===== src/rtl/ctrl_pkg.sv =====
// Shared opcodes, control encodings, FSM states and instruction decode for the multi-cycle control unit.
package ctrl_pkg;

    localparam logic [6:0] R_TYPE = 7'b0110011;
    localparam logic [6:0] IMM    = 7'b0010011;
    localparam logic [6:0] LOAD   = 7'b0000011;
    localparam logic [6:0] STORE  = 7'b0100011;
    localparam logic [6:0] BRANCH = 7'b1100011;
    localparam logic [6:0] JAL    = 7'b1101111;
    localparam logic [6:0] JALR   = 7'b1100111;
    localparam logic [6:0] LUI    = 7'b0110111;
    localparam logic [6:0] AUIPC  = 7'b0010111;

    localparam logic [6:0] F7_BASE = 7'b0000000;
    localparam logic [6:0] F7_ALT  = 7'b0100000;
    localparam logic [6:0] F7_MUL  = 7'b0000001;

    localparam logic [1:0] SRC_ALU = 2'b00;
    localparam logic [1:0] SRC_MEM = 2'b01;
    localparam logic [1:0] SRC_PC4 = 2'b10;

    // {ALU_Src1_Sel, ALU_Src2_Sel}
    localparam logic [1:0] ALU_RS1_RS2 = 2'b00;
    localparam logic [1:0] ALU_RS1_IMM = 2'b01;
    localparam logic [1:0] ALU_PC_IMM  = 2'b11;

    typedef enum logic [2:0] {
        IDLE,
        FETCH,
        DECODE,
        EXEC,
        MEM,
        WB,
        TRAP
    } state_t;

    typedef struct packed {
        logic [1:0] src_to_reg;
        logic [1:0] alu_sel;
        logic       branch;
        logic       jump;
        logic       load;
        logic       store;
        logic       mul;
    } ctrl_t;

    function automatic ctrl_t decode_instr(input logic [6:0] opcode,
                                           input logic [6:0] funct7,
                                           input logic       mul_en);
        ctrl_t c;
        c = '0;
        case (opcode)
            R_TYPE: begin
                c.alu_sel = ALU_RS1_RS2;
                c.mul     = mul_en && (funct7 == F7_MUL);
            end
            IMM, LUI: c.alu_sel = ALU_RS1_IMM;
            LOAD: begin
                c.alu_sel    = ALU_RS1_IMM;
                c.src_to_reg = SRC_MEM;
                c.load       = 1'b1;
            end
            STORE: begin
                c.alu_sel = ALU_RS1_IMM;
                c.store   = 1'b1;
            end
            JALR: begin
                c.alu_sel    = ALU_RS1_IMM;
                c.src_to_reg = SRC_PC4;
                c.jump       = 1'b1;
            end
            JAL: begin
                c.alu_sel    = ALU_PC_IMM;
                c.src_to_reg = SRC_PC4;
                c.jump       = 1'b1;
            end
            BRANCH: begin
                c.alu_sel = ALU_PC_IMM;
                c.branch  = 1'b1;
            end
            AUIPC:   c.alu_sel = ALU_PC_IMM;
            default: c = '0;
        endcase
        return c;
    endfunction

    function automatic logic instr_legal(input logic [6:0] opcode,
                                         input logic [6:0] funct7,
                                         input logic       mul_en);
        logic ok;
        case (opcode)
            R_TYPE: ok = (funct7 == F7_BASE) || (funct7 == F7_ALT) ||
                         (mul_en && (funct7 == F7_MUL));
            IMM, LOAD, STORE, BRANCH, JAL, JALR, LUI, AUIPC: ok = 1'b1;
            default: ok = 1'b0;
        endcase
        return ok;
    endfunction

endpackage


===== src/rtl/mem_wait_timer.sv =====
// Counts cycles a request waits without ready; expired flags the last tolerated pending cycle.
module mem_wait_timer #(
    parameter int TIMEOUT_CYC = 16,
    parameter int TO_W        = $clog2(TIMEOUT_CYC + 1)
) (
    input  logic clk,
    input  logic rst,
    input  logic req,
    input  logic ready,
    input  logic clear,
    output logic expired
);

    localparam logic [TO_W-1:0] LAST = TO_W'(TIMEOUT_CYC - 1);

    logic [TO_W-1:0] count_reg;
    logic [TO_W-1:0] count_next;

    always_comb begin
        count_next = count_reg;
        if (clear || !req || ready) begin
            count_next = '0;
        end else begin
            count_next = count_reg + TO_W'(1);
        end
    end

    // A ready on the limit cycle wins over the timeout.
    assign expired = req && !ready && (count_reg == LAST);

    always_ff @(posedge clk or posedge rst) begin
        if (rst) begin
            count_reg <= '0;
        end else begin
            count_reg <= count_next;
        end
    end

endmodule


===== src/rtl/multicycle_main_ctrl.sv =====
// Multi-cycle RV32I main control FSM with memory handshakes, traps and a retirement counter.
// Defining MULTICYCLE_CTRL_MUL_EN adds the Mul_Start/Mul_Done multiplier handshake.
module multicycle_main_ctrl
    import ctrl_pkg::*;
#(
    parameter int TIMEOUT_CYC = 16,
    parameter int CNT_W       = 32
) (
    input  logic             CLK,
    input  logic             rst,
    input  logic             EN_PC,
    input  logic [6:0]       Opcode,
    input  logic [6:0]       Funct7,
    input  logic             Imem_Ready,
    input  logic             Dmem_Ready,
    input  logic             Branch_Taken,
    output logic             Imem_Req,
    output logic             Dmem_Req,
    output logic             IR_Wr_En,
    output logic             PC_Wr_En,
    output logic             MEM_Wr_En,
    output logic             Reg_Wr_En,
    output logic [1:0]       Src_to_Reg,
    output logic             ALU_Src1_Sel,
    output logic             ALU_Src2_Sel,
    output logic             Branch,
    output logic             Jump,
    output logic             undef_instr,
    output logic             bus_err,
    output logic             Busy,
    output logic [CNT_W-1:0] Instr_Retired
`ifdef MULTICYCLE_CTRL_MUL_EN
    ,
    input  logic             Mul_Done,
    output logic             Mul_Start
`endif
);

    localparam int TO_W = $clog2(TIMEOUT_CYC + 1);

`ifdef MULTICYCLE_CTRL_MUL_EN
    localparam logic MUL_EN = 1'b1;
    logic mul_done;
    assign mul_done = Mul_Done;
`else
    localparam logic MUL_EN = 1'b0;
    logic mul_done;
    assign mul_done = 1'b0;
`endif

    state_t state_reg, state_next;
    ctrl_t  ctl_reg, ctl_next, dec;
    logic   legal;
    logic   set_undef, set_bus, in_flight;
    logic   wait_req, wait_ready, wait_clear, timer_expired;

    logic       imem_req_reg, imem_req_next;
    logic       dmem_req_reg, dmem_req_next;
    logic       mem_wr_reg, mem_wr_next;
    logic       reg_wr_reg, reg_wr_next;
    logic       pc_wr_reg, pc_wr_next;
    logic [1:0] src_reg, src_next;
    logic [1:0] alu_sel_reg, alu_sel_next;
    logic       branch_reg, branch_next;
    logic       jump_reg, jump_next;
    logic       busy_reg, busy_next;
    logic       undef_reg, bus_err_reg;
    logic [CNT_W-1:0] retired_reg;
    logic       store_done;

    assign dec   = decode_instr(Opcode, Funct7, MUL_EN);
    assign legal = instr_legal(Opcode, Funct7, MUL_EN);

    // One shared timer serves whichever handshake the current state is waiting on.
    always_comb begin
        wait_req   = 1'b0;
        wait_ready = 1'b0;
        case (state_reg)
            FETCH: begin
                wait_req   = 1'b1;
                wait_ready = Imem_Ready;
            end
            MEM: begin
                wait_req   = 1'b1;
                wait_ready = Dmem_Ready;
            end
            EXEC: begin
                wait_req   = ctl_reg.mul;
                wait_ready = mul_done;
            end
            default: begin
                wait_req   = 1'b0;
                wait_ready = 1'b0;
            end
        endcase
    end

    assign wait_clear = (state_next != state_reg);

    mem_wait_timer #(
        .TIMEOUT_CYC(TIMEOUT_CYC),
        .TO_W       (TO_W)
    ) u_timer (
        .clk    (CLK),
        .rst    (rst),
        .req    (wait_req),
        .ready  (wait_ready),
        .clear  (wait_clear),
        .expired(timer_expired)
    );

    always_comb begin
        state_next = state_reg;
        set_undef  = 1'b0;
        set_bus    = 1'b0;
        case (state_reg)
            IDLE: if (EN_PC) state_next = FETCH;
            FETCH: begin
                if (Imem_Ready) begin
                    state_next = DECODE;
                end else if (timer_expired) begin
                    state_next = TRAP;
                    set_bus    = 1'b1;
                end
            end
            DECODE: begin
                if (!legal) begin
                    state_next = TRAP;
                    set_undef  = 1'b1;
                end else begin
                    state_next = EXEC;
                end
            end
            EXEC: begin
                if (ctl_reg.mul) begin
                    if (mul_done) begin
                        state_next = WB;
                    end else if (timer_expired) begin
                        state_next = TRAP;
                        set_bus    = 1'b1;
                    end
                end else if (ctl_reg.branch) begin
                    state_next = EN_PC ? FETCH : IDLE;
                end else if (ctl_reg.load || ctl_reg.store) begin
                    state_next = MEM;
                end else begin
                    state_next = WB;
                end
            end
            MEM: begin
                if (Dmem_Ready) begin
                    state_next = ctl_reg.store ? (EN_PC ? FETCH : IDLE) : WB;
                end else if (timer_expired) begin
                    state_next = TRAP;
                    set_bus    = 1'b1;
                end
            end
            WB:      state_next = EN_PC ? FETCH : IDLE;
            TRAP:    state_next = TRAP;
            default: state_next = IDLE;
        endcase

        // Outputs are precomputed from the next state so they leave flops directly.
        ctl_next      = (state_reg == DECODE) ? dec : ctl_reg;
        in_flight     = (state_next == EXEC) || (state_next == MEM) || (state_next == WB);
        imem_req_next = (state_next == FETCH);
        dmem_req_next = (state_next == MEM);
        mem_wr_next   = (state_next == MEM) && ctl_next.store;
        reg_wr_next   = (state_next == WB);
        pc_wr_next    = (state_next == WB) || ((state_next == EXEC) && ctl_next.branch);
        src_next      = in_flight ? ctl_next.src_to_reg : 2'b00;
        alu_sel_next  = in_flight ? ctl_next.alu_sel : 2'b00;
        branch_next   = in_flight && ctl_next.branch;
        jump_next     = in_flight && ctl_next.jump;
        busy_next     = (state_next != IDLE) && (state_next != TRAP);
    end

    always_ff @(posedge CLK or posedge rst) begin
        if (rst) begin
            state_reg <= IDLE;
        end else begin
            state_reg <= state_next;
        end
    end

    always_ff @(posedge CLK or posedge rst) begin
        if (rst) begin
            ctl_reg      <= '0;
            imem_req_reg <= 1'b0;
            dmem_req_reg <= 1'b0;
            mem_wr_reg   <= 1'b0;
            reg_wr_reg   <= 1'b0;
            pc_wr_reg    <= 1'b0;
            src_reg      <= 2'b00;
            alu_sel_reg  <= 2'b00;
            branch_reg   <= 1'b0;
            jump_reg     <= 1'b0;
            busy_reg     <= 1'b0;
            undef_reg    <= 1'b0;
            bus_err_reg  <= 1'b0;
        end else begin
            ctl_reg      <= ctl_next;
            imem_req_reg <= imem_req_next;
            dmem_req_reg <= dmem_req_next;
            mem_wr_reg   <= mem_wr_next;
            reg_wr_reg   <= reg_wr_next;
            pc_wr_reg    <= pc_wr_next;
            src_reg      <= src_next;
            alu_sel_reg  <= alu_sel_next;
            branch_reg   <= branch_next;
            jump_reg     <= jump_next;
            busy_reg     <= busy_next;
            undef_reg    <= undef_reg || set_undef;
            bus_err_reg  <= bus_err_reg || set_bus;
        end
    end

    // Handshake strobes gate a registered request with the memory's ready.
    assign store_done = dmem_req_reg && mem_wr_reg && Dmem_Ready;

    always_ff @(posedge CLK or posedge rst) begin
        if (rst) begin
            retired_reg <= '0;
        end else if (PC_Wr_En) begin
            retired_reg <= retired_reg + CNT_W'(1);
        end
    end

`ifdef MULTICYCLE_CTRL_MUL_EN
    logic mul_start_reg;
    always_ff @(posedge CLK or posedge rst) begin
        if (rst) begin
            mul_start_reg <= 1'b0;
        end else begin
            mul_start_reg <= (state_reg == DECODE) && (state_next == EXEC) && dec.mul;
        end
    end
    assign Mul_Start = mul_start_reg;
`endif

    assign Imem_Req      = imem_req_reg;
    assign Dmem_Req      = dmem_req_reg;
    assign IR_Wr_En      = imem_req_reg && Imem_Ready;
    assign PC_Wr_En      = pc_wr_reg || store_done;
    assign MEM_Wr_En     = mem_wr_reg;
    assign Reg_Wr_En     = reg_wr_reg;
    assign Src_to_Reg    = src_reg;
    assign ALU_Src1_Sel  = alu_sel_reg[1];
    assign ALU_Src2_Sel  = alu_sel_reg[0];
    assign Branch        = branch_reg;
    assign Jump          = jump_reg;
    assign undef_instr   = undef_reg;
    assign bus_err       = bus_err_reg;
    assign Busy          = busy_reg;
    assign Instr_Retired = retired_reg;

    logic unused_inputs;
    assign unused_inputs = Branch_Taken;

endmodule


===== config.mk =====
export PLATFORM = sky130hd
export DESIGN_NAME = multicycle_main_ctrl
export DESIGN_NICKNAME = d
export VERILOG_FILES = /design/src/rtl/ctrl_pkg.sv /design/src/rtl/mem_wait_timer.sv /design/src/rtl/multicycle_main_ctrl.sv
export SDC_FILE = /design/constraint.sdc
export NUM_CORES = 1
export LEC_CHECK = 0
export BUFFER_PORTS_ARGS = -buffer_cell sky130_fd_sc_hd__buf_2
export CAP_MARGIN = 10
export CORE_MARGIN = 4
export CORE_UTILIZATION = 58
export DETAILED_ROUTE_END_ITERATION = 8
export PLACE_DENSITY = 0.95
export SKIP_CTS_REPAIR_TIMING = 1
export SYNTH_ARGS = -nofsm -noshare
export SYNTH_HDL_FRONTEND = slang
export SYNTH_HIERARCHICAL = 1
export SYNTH_SLANG_ARGS = --single-unit

===== constraint.sdc =====
create_clock -name CLK -period 5.6 [get_ports CLK]
set_input_delay 0.56 -clock CLK [delete_from_list [all_inputs] [get_ports CLK]]
set_output_delay 0.56 -clock CLK [all_outputs]
set_load 0.02 [all_outputs]

==> reports/qor.yml <==
intPower_w: 0.000973
largest_reg_flops: 32
syn_avg_cell_area_sq_um: 10.7
ys_types: 53
coreArea_sq_um: 4820
clk_latency_ns: 0.33
ir_worst_vdd_mv: 0.264
final_antenna_net_count: 0
grt_overflow: 0
gp_congestion: 0.892
ios: 67
drc: 0
cp-end-kind: "flop"
design_area_sq_um: 3550
p_comb_share_pct: 28.1
synth_nets: 296
p_per_area_nw_per_um2: 418
setup_tns_ns: 0
cp.required_ns: 5.80
layout_common_cells: "buf_2 (64), dfrtp_1 (62), nand2_1 (25), nor2_1 (20), xnor2_1 (20)"
synth_flop_cell: "dfrtp_1"
slew_headroom_pct: 53.1
crit_slowest_cell: "dfrtp_1"
preCtsSetupSlack_ns: 2.84
grt_pass1_vias: 2351
area_delta_synth_final_pct: 21.2
crit_buf_inv: 0
start_kind: "flop"
wl_per_cell_um: 15.6
cts_tree: "yes"
cts-root-buf: "clkbuf_8"
worstPathMaxFanout: 14
synthesis.area_sq_um: 2930
synthCells: 273
rsz0062_at_grt: "no"
clock.fmax_ghz: 0.337
top_layer_used: "met4"
io_buffers: 64
grt_max_degree: 58
seq_area_frac_synth_pct: 53.0
synth_seq_cells: 62
routed_wl_mm: 6.47
grt_pass1_wl_mm: 10.9
fin_ws_ns: 2.63
num_vias: 2329
final-max-slew-violation-count: 0
antenna_cells: 0
p_seq_share_pct: 39.1
cp_slowest_stage_delay_ns: 0.61
yosys_warnings: 6
cts.sinks: 62
htree_levels: 3
swShare_pct: 34.4
cts_buffers: 9
initial_utilization_pct: 60.8
hpwl_mm: 4.24
setup_violations: 0
worst_pin_slew_ns: 0.703
max-cap-violations: 0
hp-class: "in -> async"
hold-worst-slack_ns: 0.132
crit_top_cell: "a21oi_1"
num_rows: 25
die_x_um: 79.0
period_minus_slack_ns: 2.97
grt_usage_pct: 22.5
synth-edff-count: 0
status: "finished clean"
worstPathCellList: "nand2b_1 -> a21oi_1 -> and3b_1 -> nor2b_1 -> a211oi_1 -> a21oi_1 -> nor2_1 -> a211oi_2 -> nor3b_1"
power_switching_w: 0.000511
drive_above_1_share_pct: 28.2
clk_pin_slew_worst_paths_ns: 0.07
hold_viol: 0
placed_area_sq_um: 3300
viasPerCell: 5.63
fin_worst_skew_ns: 0.00822
grt_antenna_before_repair: 0
wl_met2_mm: 3.31
min_period_over_period_pct: 53.1
p_leak_nw: 1.79
path_delay_family: "compound AO/OA/AOI/OAI gates"
power_frac_clock_pct: 32.8
fillCellCount: 349
clockBufferDepth: 2
crit_type: "reg -> reg"
wl_met1_mm: 2.63
dieArea_sq_um: 6250
final_util_pct: 73.6
wl_met3_um: 399
num-nets-final: 365
async_flop_share_pct: 100
drtIter0Drc: 129
dieHeight_um: 79.0
drtPass1Iterations: 5
mostFrequentLayoutCell: "buf_2"
worst_ep_arrival_time_ns: 3.17
[power groups by stage]
stage / clock network (W) / registers, W / logic, W
6_report: 0.000487 / 0.000580 / 0.000417
5_1_grt: 0.000516 / 0.000589 / 0.000460
4_1_cts: 0.000493 / 0.000578 / 0.000418
3_5_place_dp: 0 / 0.000584 / 0.000415
3_3_place_gp: 0 / 0.000582 / 0.000402
2_1_floorplan: 0 / 0.000590 / 0.000306
[worst reg2reg max path: cells and delay by family, from the launching register on]
| family | cells | cell delay (ns) |
|---|---|---|
| compound gates | 4 | 1.23 |
| simple gates | 5 | 1.00 |
| flops | 1 | 0.61 |
[cell type report]
type,count,area (sq um),share of cell area [%]
Clock buffer,11,141,3.99
Clock inverter,5,106,3.00
Inverter,11,43.8,1.23
Multi-Input combinational cell,193,1290,36.4
Sequential cell,62,1550,43.7
Tap cell,67,83.8,2.36
Timing Repair Buffer,65,328,9.24
[metal layers]
metal  vias up  global-route usage (%)
met1      1121                    26.5
met4         0                    8.25
li1       1096                       -
met2        97                    38.7
met3        15                    6.92
met5         -                       0
[cells in the mapped netlist (all sizes together), types with 2 or more instances]
| cell | instances | area, sq um |
|---|---|---|
| dfrtp | 62 | 1550 |
| nand2 | 25 | 93.8 |
| nor2 | 21 | 81.3 |
| xnor2 | 20 | 175 |
| nand3 | 17 | 90.1 |
| xor2 | 14 | 123 |
| inv | 11 | 43.8 |
| nor3 | 11 | 65.1 |
| a21oi | 7 | 35.0 |
| o21ai | 7 | 35.0 |
| and3 | 6 | 37.5 |
| nor3b | 6 | 45.0 |
| buf | 5 | 31.3 |
| nand4 | 5 | 31.3 |
| a211oi | 4 | 40.0 |
| and4 | 4 | 35.0 |
| nand2b | 4 | 25.0 |
| nor4 | 4 | 37.5 |
| a31oi | 3 | 18.8 |
| ha | 3 | 37.5 |
| nor2b | 3 | 18.8 |
| or4 | 3 | 22.5 |
| a21o | 2 | 15.0 |
| a22o | 2 | 17.5 |
| and2 | 2 | 12.5 |
| clkbuf | 2 | 7.51 |
| mux2i | 2 | 20.0 |
| nor4b | 2 | 17.5 |
| or3 | 2 | 17.5 |
[worst paths after layout]
kind | depth (start not counted) | slack, ns | end | startpoint
setup / recovery | 9 | 2.63 | Branch$_DFF_PP0_ | state_reg[2]$_DFF_PP0_
hold / removal | 2 | 0.13 | u_timer/count_reg[1]$_DFF_PP0_ | rst
setup reg to reg | 9 | 2.63 | Branch$_DFF_PP0_ | state_reg[2]$_DFF_PP0_
hold reg to reg | 1 | 0.46 | u_timer/count_reg[0]$_DFF_PP0_ | u_timer/count_reg[0]$_DFF_PP0_
max in group asynchronous | 3 | 4.71 | Imem_Req$_DFF_PP0_ | rst
min in group CLK | 1 | 0.46 | u_timer/count_reg[0]$_DFF_PP0_ | u_timer/count_reg[0]$_DFF_PP0_
[per-stage QoR]
step / std cells / total power [W]
finish: 414 / 0.00148
global route: 414 / 0.00157
CTS: 414 / 0.00149
detailed placement: 398 / 0.000999
global placement: 398 / 0.000984
floorplan: 273 / 0.000896
[cell families (layout without fill, tap and decap cells)]
family	Yosys count	after routing	share of synthesized area [%]
buffers and inverters	18	92	2.82
AND/OR/NAND/NOR	120	120	23.0
adder cells (fa/ha/maj)	3	3	1.28
multiplexers	3	3	1.07
XOR/XNOR	34	34	10.2
flip-flops	62	62	53.0
AO/OA/AOI/OAI	33	33	8.59
Power figures use the tool's default switching activity.
